`src/rtl/fetch_unit_if.sv`:
```
// Instruction-memory request/acknowledge bus between fetch_unit (master) and imem (slave).
interface fetch_unit_if #(
    parameter int unsigned pc_width    = 10,
    parameter int unsigned instr_width = 16
);
    logic                   imem_req;
    logic [pc_width-1:0]    imem_addr;
    logic                   imem_ack;
    logic [instr_width-1:0] imem_rdata;

    modport master (
        output imem_req,
        output imem_addr,
        input  imem_ack,
        input  imem_rdata
    );

    modport slave (
        input  imem_req,
        input  imem_addr,
        output imem_ack,
        output imem_rdata
    );
endinterface

```
`src/rtl/fetch_unit.sv`:
```
// IF stage: one-outstanding imem fetch, stall hold buffer, branch redirect/flush.
// Optional halt-on-all-ones instruction is enabled by defining FETCH_HALT_EN.
module fetch_unit #(
    parameter int unsigned            pc_width    = 10,
    parameter int unsigned            instr_width = 16,
    parameter logic [pc_width-1:0]    RESET_PC    = '0,
    parameter logic [instr_width-1:0] NOP_INSTR   = '0
) (
    input  logic                   clk,
    input  logic                   rst_n,
    input  logic                   stall,
    input  logic                   br_taken,
    input  logic [pc_width-1:0]    br_target,
    fetch_unit_if.master           imem,
    output logic [pc_width-1:0]    pc_curr_if,
    output logic [instr_width-1:0] instr_if,
    output logic                   valid_if,
    output logic                   halted
);

`ifdef FETCH_HALT_EN
    typedef enum logic [2:0] {IDLE, FETCH, HOLD, FLUSH, HALTED} state_t;
`else
    typedef enum logic [2:0] {IDLE, FETCH, HOLD, FLUSH} state_t;
`endif

    state_t                 state, state_nxt;
    logic [pc_width-1:0]    pc, pc_nxt;
    logic                   req_nxt;
    logic [pc_width-1:0]    addr_nxt;
    logic [pc_width-1:0]    pc_curr_nxt;
    logic [instr_width-1:0] instr_nxt;
    logic                   valid_nxt;
    logic                   halted_nxt;
    logic [pc_width-1:0]    buf_pc, buf_pc_nxt;
    logic [instr_width-1:0] buf_instr, buf_instr_nxt;

    // State and registered outputs
    always_ff @(posedge clk or negedge rst_n) begin
        if (!rst_n) begin
            state          <= IDLE;
            pc             <= RESET_PC;
            imem.imem_req  <= 1'b0;
            imem.imem_addr <= RESET_PC;
            pc_curr_if     <= RESET_PC;
            instr_if       <= NOP_INSTR;
            valid_if       <= 1'b0;
            halted         <= 1'b0;
            buf_pc         <= '0;
            buf_instr      <= '0;
        end else begin
            state          <= state_nxt;
            pc             <= pc_nxt;
            imem.imem_req  <= req_nxt;
            imem.imem_addr <= addr_nxt;
            pc_curr_if     <= pc_curr_nxt;
            instr_if       <= instr_nxt;
            valid_if       <= valid_nxt;
            halted         <= halted_nxt;
            buf_pc         <= buf_pc_nxt;
            buf_instr      <= buf_instr_nxt;
        end
    end

    // Next-state and next-output logic; outputs hold unless explicitly updated
    always_comb begin
        state_nxt     = state;
        pc_nxt        = pc;
        req_nxt       = imem.imem_req;
        addr_nxt      = imem.imem_addr;
        pc_curr_nxt   = pc_curr_if;
        instr_nxt     = instr_if;
        valid_nxt     = valid_if;
        halted_nxt    = halted;
        buf_pc_nxt    = buf_pc;
        buf_instr_nxt = buf_instr;

        if (br_taken) begin
            // Redirect wins over stall and ack; buffered data is dropped by leaving HOLD
            pc_nxt     = br_target;
            valid_nxt  = 1'b0;
            instr_nxt  = NOP_INSTR;
            halted_nxt = 1'b0;
            if ((state == FETCH || state == FLUSH) && !imem.imem_ack) begin
                state_nxt = FLUSH;
            end else begin
                state_nxt = FETCH;
                req_nxt   = 1'b1;
                addr_nxt  = br_target;
            end
        end else begin
            case (state)
                IDLE: begin
                    state_nxt = FETCH;
                    req_nxt   = 1'b1;
                    addr_nxt  = pc;
                end
                FETCH: begin
                    if (imem.imem_ack) begin
                        pc_nxt = pc + pc_width'(1);
                        if (stall) begin
                            buf_pc_nxt    = pc;
                            buf_instr_nxt = imem.imem_rdata;
                            req_nxt       = 1'b0;
                            state_nxt     = HOLD;
                        end else begin
                            pc_curr_nxt = pc;
                            instr_nxt   = imem.imem_rdata;
                            valid_nxt   = 1'b1;
                            addr_nxt    = pc + pc_width'(1);
`ifdef FETCH_HALT_EN
                            if (imem.imem_rdata == '1) begin
                                state_nxt  = HALTED;
                                req_nxt    = 1'b0;
                                halted_nxt = 1'b1;
                            end
`endif
                        end
                    end else if (!stall) begin
                        valid_nxt = 1'b0;
                        instr_nxt = NOP_INSTR;
                    end
                end
                HOLD: begin
                    if (!stall) begin
                        pc_curr_nxt = buf_pc;
                        instr_nxt   = buf_instr;
                        valid_nxt   = 1'b1;
                        state_nxt   = FETCH;
                        req_nxt     = 1'b1;
                        addr_nxt    = pc;
`ifdef FETCH_HALT_EN
                        if (buf_instr == '1) begin
                            state_nxt  = HALTED;
                            req_nxt    = 1'b0;
                            halted_nxt = 1'b1;
                        end
`endif
                    end
                end
                FLUSH: begin
                    // Returned data belongs to the abandoned path and is dropped
                    if (imem.imem_ack) begin
                        state_nxt = FETCH;
                        req_nxt   = 1'b1;
                        addr_nxt  = pc;
                    end
                end
`ifdef FETCH_HALT_EN
                HALTED: begin
                    if (!stall) begin
                        valid_nxt = 1'b0;
                        instr_nxt = NOP_INSTR;
                    end
                end
`endif
                default: begin
                    state_nxt = IDLE;
                    req_nxt   = 1'b0;
                end
            endcase
        end
    end

endmodule

```
`src/flat_wrapper.sv`:
```
// flat-port wrapper written by rule: the top's interface ports become plain ports
module fetch_unit_flat 
#(
    parameter int unsigned            pc_width    = 10,
    parameter int unsigned            instr_width = 16,
    parameter logic [pc_width-1:0]    RESET_PC    = '0,
    parameter logic [instr_width-1:0] NOP_INSTR   = '0
)
  (clk, rst_n, stall, br_taken, br_target, pc_curr_if, instr_if, valid_if, halted, imem_imem_req, imem_imem_addr, imem_imem_ack, imem_imem_rdata);
  fetch_unit_if #(.pc_width(pc_width), .instr_width(instr_width)) imem_i ();
  input  logic clk;
  input  logic rst_n;
  input  logic stall;
  input  logic br_taken;
  input  logic [pc_width-1:0] br_target;
  output logic [pc_width-1:0] pc_curr_if;
  output logic [instr_width-1:0] instr_if;
  output logic valid_if;
  output logic halted;
  output wire logic [$bits(imem_i.imem_req)-1:0] imem_imem_req;
  output wire logic [$bits(imem_i.imem_addr)-1:0] imem_imem_addr;
  input wire logic [$bits(imem_i.imem_ack)-1:0] imem_imem_ack;
  input wire logic [$bits(imem_i.imem_rdata)-1:0] imem_imem_rdata;
  assign imem_imem_req = imem_i.imem_req;
  assign imem_imem_addr = imem_i.imem_addr;
  assign imem_i.imem_ack = imem_imem_ack;
  assign imem_i.imem_rdata = imem_imem_rdata;
  fetch_unit #(.pc_width(pc_width), .instr_width(instr_width), .RESET_PC(RESET_PC), .NOP_INSTR(NOP_INSTR)) u_core (.clk(clk), .rst_n(rst_n), .stall(stall), .br_taken(br_taken), .br_target(br_target), .imem(imem_i), .pc_curr_if(pc_curr_if), .instr_if(instr_if), .valid_if(valid_if), .halted(halted));
endmodule
```
`config.mk`:
```
export PLATFORM = sky130hd
export DESIGN_NAME = fetch_unit_flat
export DESIGN_NICKNAME = d
export VERILOG_FILES = /design/src/rtl/fetch_unit_if.sv /design/src/rtl/fetch_unit.sv /design/src/flat_wrapper.sv
export SDC_FILE = /design/constraint.sdc
export NUM_CORES = 1
export LEC_CHECK = 0
export BUFFER_PORTS_ARGS = -buffer_cell sky130_fd_sc_hd__buf_2
export CAP_MARGIN = 15
export CORE_ASPECT_RATIO = 1.1
export CORE_MARGIN = 4
export CORE_UTILIZATION = 27
export DETAILED_ROUTE_END_ITERATION = 8
export HOLD_SLACK_MARGIN = 0.02
export PLACE_DENSITY = 0.46
export SLEW_MARGIN = 10
export SYNTH_ARGS = -nofsm -noshare
export SYNTH_HDL_FRONTEND = slang
export SYNTH_SLANG_ARGS = --single-unit
```
`constraint.sdc`:
```
create_clock -name clk -period 2.09 [get_ports clk]
set_input_delay 0.5225 -clock clk [delete_from_list [all_inputs] [get_ports clk]]
set_output_delay 0.5225 -clock clk [all_outputs]
set_load 0.05 [all_outputs]
```
# --- Word level (Yosys, flattened, before mapping) ---
# Index checks and enable logic that the tools add are counted.
totals:
  reg_bits: 77
  inputBits: 31
  wordCells: 79
op_classes:
  add_sub_neg: 1
  n_eq_ne: 13
  n_mux: 38
  n_bitwise: 1
  n_reduce_logical: 17
ops:
  columns: ["op", "count"]
  rows:
  - ["two-way mux 10 bit", 11]
  - ["two-way mux 16 bit", 5]
  - ["case mux 10 bit (4 select lines)", 1]
  - ["case mux 16 bit (2 select lines)", 1]
  - ["case mux 10 bit (2 select lines)", 1]
  - ["two-way mux 3 bit", 5]
  - ["!= test 3 bit (second input constant)", 5]
  - ["case mux 3 bit (4 select lines)", 1]
  - ["adder 10 x 1 -> 10 bit (second input constant)", 1]
  - ["two-way mux 1 bit", 10]
  - ["AND reduction 5 bit", 2]
  - ["!= test 2 bit (second input constant)", 4]
  - ["AND reduction 4 bit", 2]
  - ["== test 3 x 2 -> 1 bit (second input constant)", 2]
  - ["AND reduction 6 bit", 1]
  - ["nonzero test 2 bit", 3]
  - ["nonzero test 5 bit", 1]
  - ["!= test 4 bit (second input constant)", 1]
  - ["case mux 1 bit (4 select lines)", 1]
  - ["AND reduction 2 bit", 2]
  - ["== test 3 x 1 -> 1 bit (second input constant)", 1]
  - ["zero test 3 bit", 1]
  - ["AND reduction 3 bit", 1]
  - ["nonzero test 3 bit", 1]
  - ["other kinds (6)", 6]

# --- Depth between registers and ports, before layout ---
# Gate-level depths: netlist of run 1.
logic_depth:
  ltp_word: 5
  mapped_depth: 9
  ltp_nobuf: 6

# --- Least setup slack after synthesis of run 1 ---
# OpenSTA, ideal clock, no wires.
synth_timing:
  kind: "flip-flop to flip-flop"
  start: "register u_core.state[1]"
  end: "register u_core.imem.imem_addr[8]"
  t_arrival_ns: 1.868
  required_ns: 1.965
  slack_ns: 0.097
  path_stages_with_launch: 8
  path_buffers: 1
  path_cell_list: "dfrtp_1 > inv_1 > ha_1 > buf_6 > or4_4 > a31oi_4 > nor2_4 > mux2_4"
synth_via:
  elab_chain_len: 5
  elab_cells_between_ends: 15
synth_rtl:
  columns: ["item", "line", "source"]
  rows:
  - ["from (decl)", "fetch_unit.sv:27", "state_t state, state_nxt;"]
  - ["from (signal assigned)", "fetch_unit.sv:52", "state <= state_nxt;"]
  - ["== test 3 x 1 -> 1 bit or == test 3 x 2 -> 1 bit (tied branches)", "fetch_unit.sv:84, fetch_unit.sv:92", null]
  - ["logical OR 1 bit", "fetch_unit.sv:84", "if ((state == FETCH || state == FLUSH) && !imem.imem_ack) begin"]
  - ["logical AND 1 bit", "fetch_unit.sv:84", null]
  - ["!= test 2 bit (no line)", null, null]
  - ["AND reduction 6 bit (no line)", null, null]
  - ["to (signal assigned)", "fetch_unit.sv:55", "imem.imem_addr <= addr_nxt;"]
  - ["to (decl)", "fetch_unit_if.sv:13", "output imem_addr,"]
# Parallel ways exist; a longest one is shown, timed or not.
# A chain may end at the register's enable or synchronous reset.

# --- Final worst setup path of run 1 ---
layout_timing:
  start: "register u_core.state[0]"
  end: "register u_core.imem.imem_addr[8]"
# The elaborated chain is that of the path after synthesis.

==> summary.md, run 1 <==
| Metric | Value |
|---|---|
| CP Capture Type | `flop` |
| CTS HTree Levels | `3` |
| Clk sinks | `76` |
| Post-Route Skew | `~0.0037 ns` |
| Clock slew at reported path FFs | `0.06 ns` |
| Synth top area share | `51.1%` |
| Met3 Track Usage GR | `around 3.4%` |
| Syn nets | `359` |
| Crit path buf inv count | `1` |
| Setup violators final | `0` |
| 1st-pass router iterations | `4` |
| Synth Flop Type | `dfrtp_1` |
| Maximum vdd drop | `0.936 mV` |
| Async SR Flop Fraction | `100%` |
| Top post-synthesis cells by area | `dfrtp_1 51%, mux2_2 18%, o31ai_1 3.4%` |
| Crit path launch type | `flop` |
| Core ar. | `13400 um^2` |
| Kind of critical path | `flop to flop` |
| Max-slew violations | `0` |
| Mapped Area | `3720 um^2` |
| Diodes inserted | `0` |
| Area leader, netlist | `dfrtp_1` |
| Netlist cell types | `48` |
| Final nets | `439` |
| Post-CTS Hold Fix Bufs | `0` |
| First-pass GRT wire length | `~15000 um` |
| Met2 usage in global routing | `19.7%` |
| Post-Synthesis Cells | `322` |
| Crit-path cells | `inv_2 > ha_2 > or4_4 > a31oi_4 > nor2_4 > mux2_4` |
| Most numerous cell in the Yosys netlist | `dfrtp_1` |
| Vias per cell | `4.63` |
| Syn_area_per_cell | `11.6 um^2` |
| Placed Area | `4390 um^2` |
| Post-Place Cells | `572` |
| Reg2Reg Depth | `6` |
| P&R area growth vs syn | `25.9%` |
| Pwr dens | `about 1500 nW/um^2` |
| WHS | `0.0279 ns` |
| Max incr delay on CP | `about 0.54 ns` |
| CP Data Required Time | `2.31 ns` |
| LEAKAGE | `2.06 nW` |
| Die Span X | `120 um` |
| Slowest cell on the critical path | `or4_4` |
| CTS tree | `done` |
| GRT Total Usage | `around an eighth` |
| Initial Utilization | `27.8%` |
| Synth Register Bits | `76` |
| Number of flops mapped to enable cells by yosys | `0` |
| DRT iter0 DRCs | `131` |
| Status | `completed` |
| GRT overflow | `0` |
| Fin cells | `590` |
| Routed wire length | `9120 um` |
| RR Startpoint | `u_core.state[0]` |
| Total of max-cap violations | `0` |
| Inserted Clock Buffers | `9` |
| Final instance area | `4690 um^2` |
| Final setup TNS | `0 ns` |
| CP top delay family | `simple AND/OR/NAND/NOR gates` |
| Synth warnings | `0` |
| Clock buffer depth | `2` |
| # rows | `44` |
| Die H | `around 130 um` |
| R2r setup slk | `0.03 ns` |
| Root buf cell | `clkbuf_16` |
| Worst flop-to-flop path endpoint | `u_core.imem.imem_addr[8]` |
| Final Critical Period | `2.06 ns` |
| Vias | `2730` |
| Vias in the first global route | `2873` |
| Worst Path Max Fanout | `4` |
| Crit path arrival time | `2.28 ns` |
| Wire per inst | `15.5 um` |
| Min-delay worst type | `primary input to async pin` |
| Final clock period utilization by the worst path | `98.5%` |
| Share of cells above drive strength 1 | `43.6%` |
| Clock latency on the worst-skew pair | `~0.33 ns` |
| Buffers on Ports | `68` |
| Most used routing layer | `met2` |
| Highest clock rate | `about 0.49 GHz` |
| Initial antenna violation count | `1` |
| Overall power | `0.00708 W` |
| Final ANT Viol Nets | `0` |
| Synth cell count leaders | `76 x dfrtp_1, 58 x mux2_2, 24 x nand2_1` |
| Die area | `between 15000 and 20000 um^2` |
| Sequential fraction of the synthesis area | `51.1%` |
| Pin count of the biggest net entering global routing | `42` |
| DP HPWL | `6510 um` |
| RePlAce Congestion | `around 0.79` |
| Final hold violation count | `0` |
| Met1 usage | `15.3%` |
| Top-level I/O count | `70` |
| Drt drc | `0` |
[logic make-up (layout without fill, tap and decap cells)]
family          after synthesis  in the layout  synth area share, %
compound gates               69             69                 13.3
xor+xnor                     12             12                 2.82
fa+ha+maj                     6              6                 2.02
buf+inv                      32            115                 3.76
flops                        76             76                 51.1
mux                          60             60                 18.2
other cells                   1              1                0.101
simple gates                 66             67                 8.70
[layout make-up]
class | instances | area [um^2]
clock inverters | 5 | 30.0
inverters | 7 | 26.3
multi-input cells | 215 | 1700
fillers | 1346 | 8690
well taps | 184 | 230
repair buffers | 93 | 568
clock buffers | 10 | 229
flip-flops and latches | 76 | 1900
[stage by stage]
step	setup slack [ns]	utilization, %
6_report	0.0321	35.0
3_5_place_dp	-0.00478	32.8
2_1_floorplan	0.0969	-
3_3_place_gp	0.0673	32.8
4_1_cts	0.00183	34.9
5_1_grt	-0.0148	35.0
[registers in the layout, indices dropped and copies added (netlist names)]
| name | cells |
|---|---|
| u_core.buf_instr | 16 |
| u_core.buf_pc | 10 |
| u_core.imem.imem_addr | 10 |
| u_core.imem.imem_req | 1 |
| u_core.instr_if | 16 |
| u_core.pc | 10 |
| u_core.pc_curr_if | 10 |
| u_core.state | 2 |
| u_core.valid_if | 1 |
[layout by cell type, fill, tap and decap left out, drive strengths merged, types with 3 or more instances in the layout]
master	synthesis	routed
nand4	3	3
or3	3	3
mux2	59	59
inv	7	7
a21oi	8	8
dfrtp	76	76
clkbuf	12	10
nor3	6	6
clkinv	0	3
nand2	24	24
ha	6	6
xor2	3	3
a22oi	15	15
o21ai	9	9
o31ai	17	17
nor2	13	14
a31oi	6	6
nand2b	3	3
nand3	6	6
xnor2	9	9
buf	13	93
[worst max path at each step]
| stage | slack [ns] | from | cells past startpoint | to |
|---|---|---|---|---|
| floorplan | 0.1 | u_core.state[1] | 7 | u_core.imem.imem_addr[8] |
| global placement | 0.07 | u_core.state[1] | 7 | u_core.imem.imem_addr[4] |
| detailed placement | -0.005 | u_core.state[1] | 7 | u_core.imem.imem_addr[3] |
| CTS | 0.002 | u_core.state[1] | 6 | u_core.imem.imem_addr[5] |
| global route | -0.01 | u_core.state[0] | 6 | u_core.imem.imem_addr[5] |
| finish | 0.03 | u_core.state[0] | 6 | u_core.imem.imem_addr[8] |
[timing repair]
item                                    CTS  global route
endpoints found under the setup margin    7             9
gates cloned                              1             0
resized for setup                         2             4
setup buffers                             1             1
pin swaps                                 3             2
[worst reg2reg max path: stages (launching register included)]
cell and delay, ns:
dfrtp_1 0.41, inv_2 0.08, ha_2 0.19, or4_4 0.54, a31oi_4 0.31, nor2_4 0.10
mux2_4 0.30
[where the power goes]
group | internal, W | switching, W | leakage (nW)
combinational | 0.00128 | 0.00204 | 1.01
sequential | 0.00206 | 0.000329 | 0.919
clock | 0.000790 | 0.000583 | 0.124
total | 0.00413 | 0.00295 | 2.06
[routing by layer]
metal / vias to the layer above / wire length (um)
li1: 1333 / -
met1: 1308 / 4050
met2: 75 / 4430
met3: 12 / 516
met4: 2 / 122
met5: - / 9
No activity file was read; power rests on OpenSTA's default activity.
==> run 2: changes to the inputs <==
ABC_AREA = 1   (was default)
==> summary.md, run 2 <==
| Metric | Value |
|---|---|
| # rows | `45 (+2.3%)` |
| Final setup TNS | `0 ns (unchanged)` |
| Synth Flop Type | `dfrtp_1` |
| Pin count of the biggest net entering global routing | `47 (+12%)` |
| CP top delay family | `flip-flops` |
| Overall power | `0.00710 W (+0.34%)` |
| Mapped Area | `3820 um^2 (+2.7%)` |
| NetSw | `0.00316 W (+7.2%)` |
| Setup violators final | `0 (unchanged)` |
| Vias in the first global route | `3083 (+7.3%)` |
| Setup WS post-layout | `0.205 ns (+0.173 ns)` |
| Most numerous cell in the Yosys netlist | `nand2_1` |
| Worst Max-Slew Pin Slew | `0.535 ns` |
| Comb power frac | `43.3% (-3.5 points)` |
| Maximum vdd drop | `0.707 mV (-24%)` |
| Min-delay worst type | `primary input to async pin` |
| Pre-CTS worst setup slack | `0.195 ns (+0.200 ns)` |
| Initial antenna violation count | `0 (-1)` |
| Inserted Clock Buffers | `9 (unchanged)` |
| DP HPWL | `7060 um (+8.4%)` |
| Highest clock rate | `0.530 GHz (+9.2%)` |
| Initial Utilization | `27.6% (-0.23 points)` |
| Async SR Flop Fraction | `100% (unchanged)` |
| Top-level I/O count | `70 (unchanged)` |
| Diodes inserted | `0 (unchanged)` |
| First-pass GRT wire length | `16000 um (+6.2%)` |
| Crit-path cells | `inv_1 > ha_1 > buf_4 > nor2_4 > a22oi_1 > o21ai_0` |
| Clock buffer depth | `2 (unchanged)` |
| Top post-synthesis cells by area | `dfrtp_1 50%, o21ai_0 10%, nand2_1 9.1%` |
| Crit path launch | `u_core.state[0]` |
| Area leader, netlist | `dfrtp_1` |
| Die area | `16100 um^2 (+2.5%)` |
| CP Data Required Time | `2.35 ns (+0.04 ns)` |
| Max incr delay on CP | `0.43 ns (-0.11 ns)` |
| Netlist cell types | `33 (-31%)` |
| Buffers on Ports | `68 (unchanged)` |
| Post-Synthesis Cells | `435 (+35%)` |
| Post-layout util | `34.0% (-1.0 points)` |
| Synth Register Bits | `76 (unchanged)` |
| Clock slew at reported path FFs | `0.07 ns (about the same)` |
| Die H | `133 um (+1.3%)` |
| CP Capture Type | `flop` |
| Most frequent cells in the layout | `93 x nand2_1, 77 x o21ai_0, 76 x dfrtp_1, 67 x buf_2, 39 x inv_1` |
| P&R area growth vs syn | `23.2%` |
| Syn_area_per_cell | `8.79 um^2 (-24%)` |
| Vias | `3131 (+15%)` |
| Share of power burned in registers | `34.5% (+0.7 points)` |
| Crit path launch type | `flop` |
| Worst Path Max Fanout | `37 (+33)` |
| Synth cell count leaders | `93 x nand2_1, 77 x o21ai_0, 76 x dfrtp_1` |
| Final hold violation count | `0 (unchanged)` |
| 1st-pass router iterations | `4 (unchanged)` |
| RePlAce Congestion | `0.815 (+2.9%)` |
| Root buf cell | `clkbuf_16` |
| Max-slew violations | `0 (unchanged)` |
| Syn nets | `472 (+31%)` |
| Synth top area share | `49.7% (-1.3 points)` |
| Sequential fraction of the synthesis area | `49.7% (-1.3 points)` |
| LEAKAGE | `2.35 nW (+14%)` |
| RR Startpoint | `u_core.state[0]` |
| Clock latency on the worst-skew pair | `0.34 ns (about the same)` |
| Status | `completed` |
| Net Sw Frac | `44.5% (+2.9 points)` |
| Final clock period utilization by the worst path | `90.2% (-8.3 points)` |
| Share of cells above drive strength 1 | `24.4% (-19 points)` |
| GRT overflow | `0 (unchanged)` |
| Pwr dens | `1510 nW/um^2 (-0.17%)` |
| CTS HTree Levels | `3 (unchanged)` |
| Post-Route Skew | `0.00906 ns (+0.00532 ns)` |
| Clk sinks | `76 (unchanged)` |
| Crit path arrival time | `2.14 ns (-0.14 ns)` |
| DRT iter0 DRCs | `158 (+21%)` |
| Crit path buf inv count | `2 (+1)` |
| Wire per inst | `14.0 um (-9.4%)` |
| Clk pwr share | `22.3% (+2.9 points)` |
| RSZ-0062 raised after global routing | `false` |
| Slew margin rel. | `64.3%` |
| Final nets | `545 (+24%)` |
| Most common cell after layout, fill and taps aside | `nand2_1` |
| Placed Area | `4400 um^2 (+0.26%)` |
| Regs by FF count | `u_core.buf_instr: 16 flops, u_core.instr_if: 16 flops` |
| Number of flops mapped to enable cells by yosys | `0 (unchanged)` |
| Die Span X | `121 um (+1.2%)` |
| Vias per cell | `4.47 (-3.5%)` |
| Synth warnings | `0 (unchanged)` |
| Slowest cell on the critical path | `dfrtp_1` |
| Final Critical Period | `1.89 ns (-0.173 ns)` |
| Total of max-cap violations | `0 (unchanged)` |
| Drt drc | `0 (unchanged)` |
| Int Pwr | `0.00394 W (-4.6%)` |
| Final ANT Viol Nets | `0 (unchanged)` |
| Core ar. | `13900 um^2 (+3.5%)` |
| CTS tree | `done` |
| # Post-CTS Setup Buffers | `0 (-1)` |
| Routed wire length | `9820 um (+7.6%)` |
| Final instance area | `4710 um^2 (+0.51%)` |
| GRT Total Usage | `12.6% (+0.59 points)` |
| Kind of critical path | `flop to flop` |
| Post-CTS Hold Fix Bufs | `0 (unchanged)` |
==> run 2: cell count changes after synthesis, sizes merged, moves of 17 or more <==
cell,delta
o21ai,+71
o31ai,-17
mux2,-43
inv,+35
nand2,+71
nor2,+27
==> run 2: area by class of cell <==
| class | count | area [um^2] |
|---|---|---|
| inverter | 42 | 160 |
| sequential | 76 | 1900 |
| clock inverter | 6 | 72.6 |
| fill | 1490 | 9140 |
| clock buffer | 10 | 229 |
| multi-input combinational | 298 | 1660 |
| tap | 188 | 235 |
| timing repair buffer | 81 | 453 |
==> run 2: power groups by stage <==
stage	Clock, W	Sequential [W]	Combinational [W]
after floorplan	0	0.00330	0.00144
after global placement	0	0.00246	0.00308
after detailed placement	0	0.00248	0.00309
after CTS	0.00164	0.00246	0.00311
after global routing	0.00170	0.00253	0.00340
final	0.00158	0.00245	0.00307
==> run 2: cells by family (layout without fill, tap and decap cells) <==
family	after synthesis	in the layout	share of synthesized area, %
adders and majority gates	6	6	1.96
buffers and inverters	61	139	7.13
muxes	16	16	5.69
DFF	76	76	49.7
AOI/OAI and AO/OA	118	118	17.1
xor gates and xnor gates	3	3	0.687
and+or+nand+nor	154	154	17.6
other	1	1	0.0981
==> run 2: what timing repair did <==
item,in CTS,in global routing
hold endpoints to repair,0,0
setup endpoints to repair,0,3
resized for setup,0,1
==> run 2: path summary, 6_finish.rpt <==
kind | slack (ns) | to | cells after the start
hold / removal | 0.04 | u_core.instr_if[0] | 1
setup / recovery | 0.20 | u_core.instr_if[4] | 6
max in group asynchronous | 1.53 | u_core.pc[5] | 2
min in group clk | 0.43 | u_core.buf_instr[1] | 2
hold reg to reg | 0.48 | u_core.imem.imem_addr[4] | 2
setup reg to reg | 0.20 | u_core.instr_if[4] | 6
==> run 2: per-stage QoR <==
step	cells	hold slack, ns
final	701	0.0361
after global routing	701	0.0334
after CTS	701	0.0291
after detailed placement	685	0.402
after global placement	685	0.405
after floorplan	435	0.227
==> run 2: layer usage <==
layer,share of wire [%],track usage (%)
met1,51,18.4
met2,43,17.9
met3,4.5,3.59
met4,1.2,3.74
met5,0,0
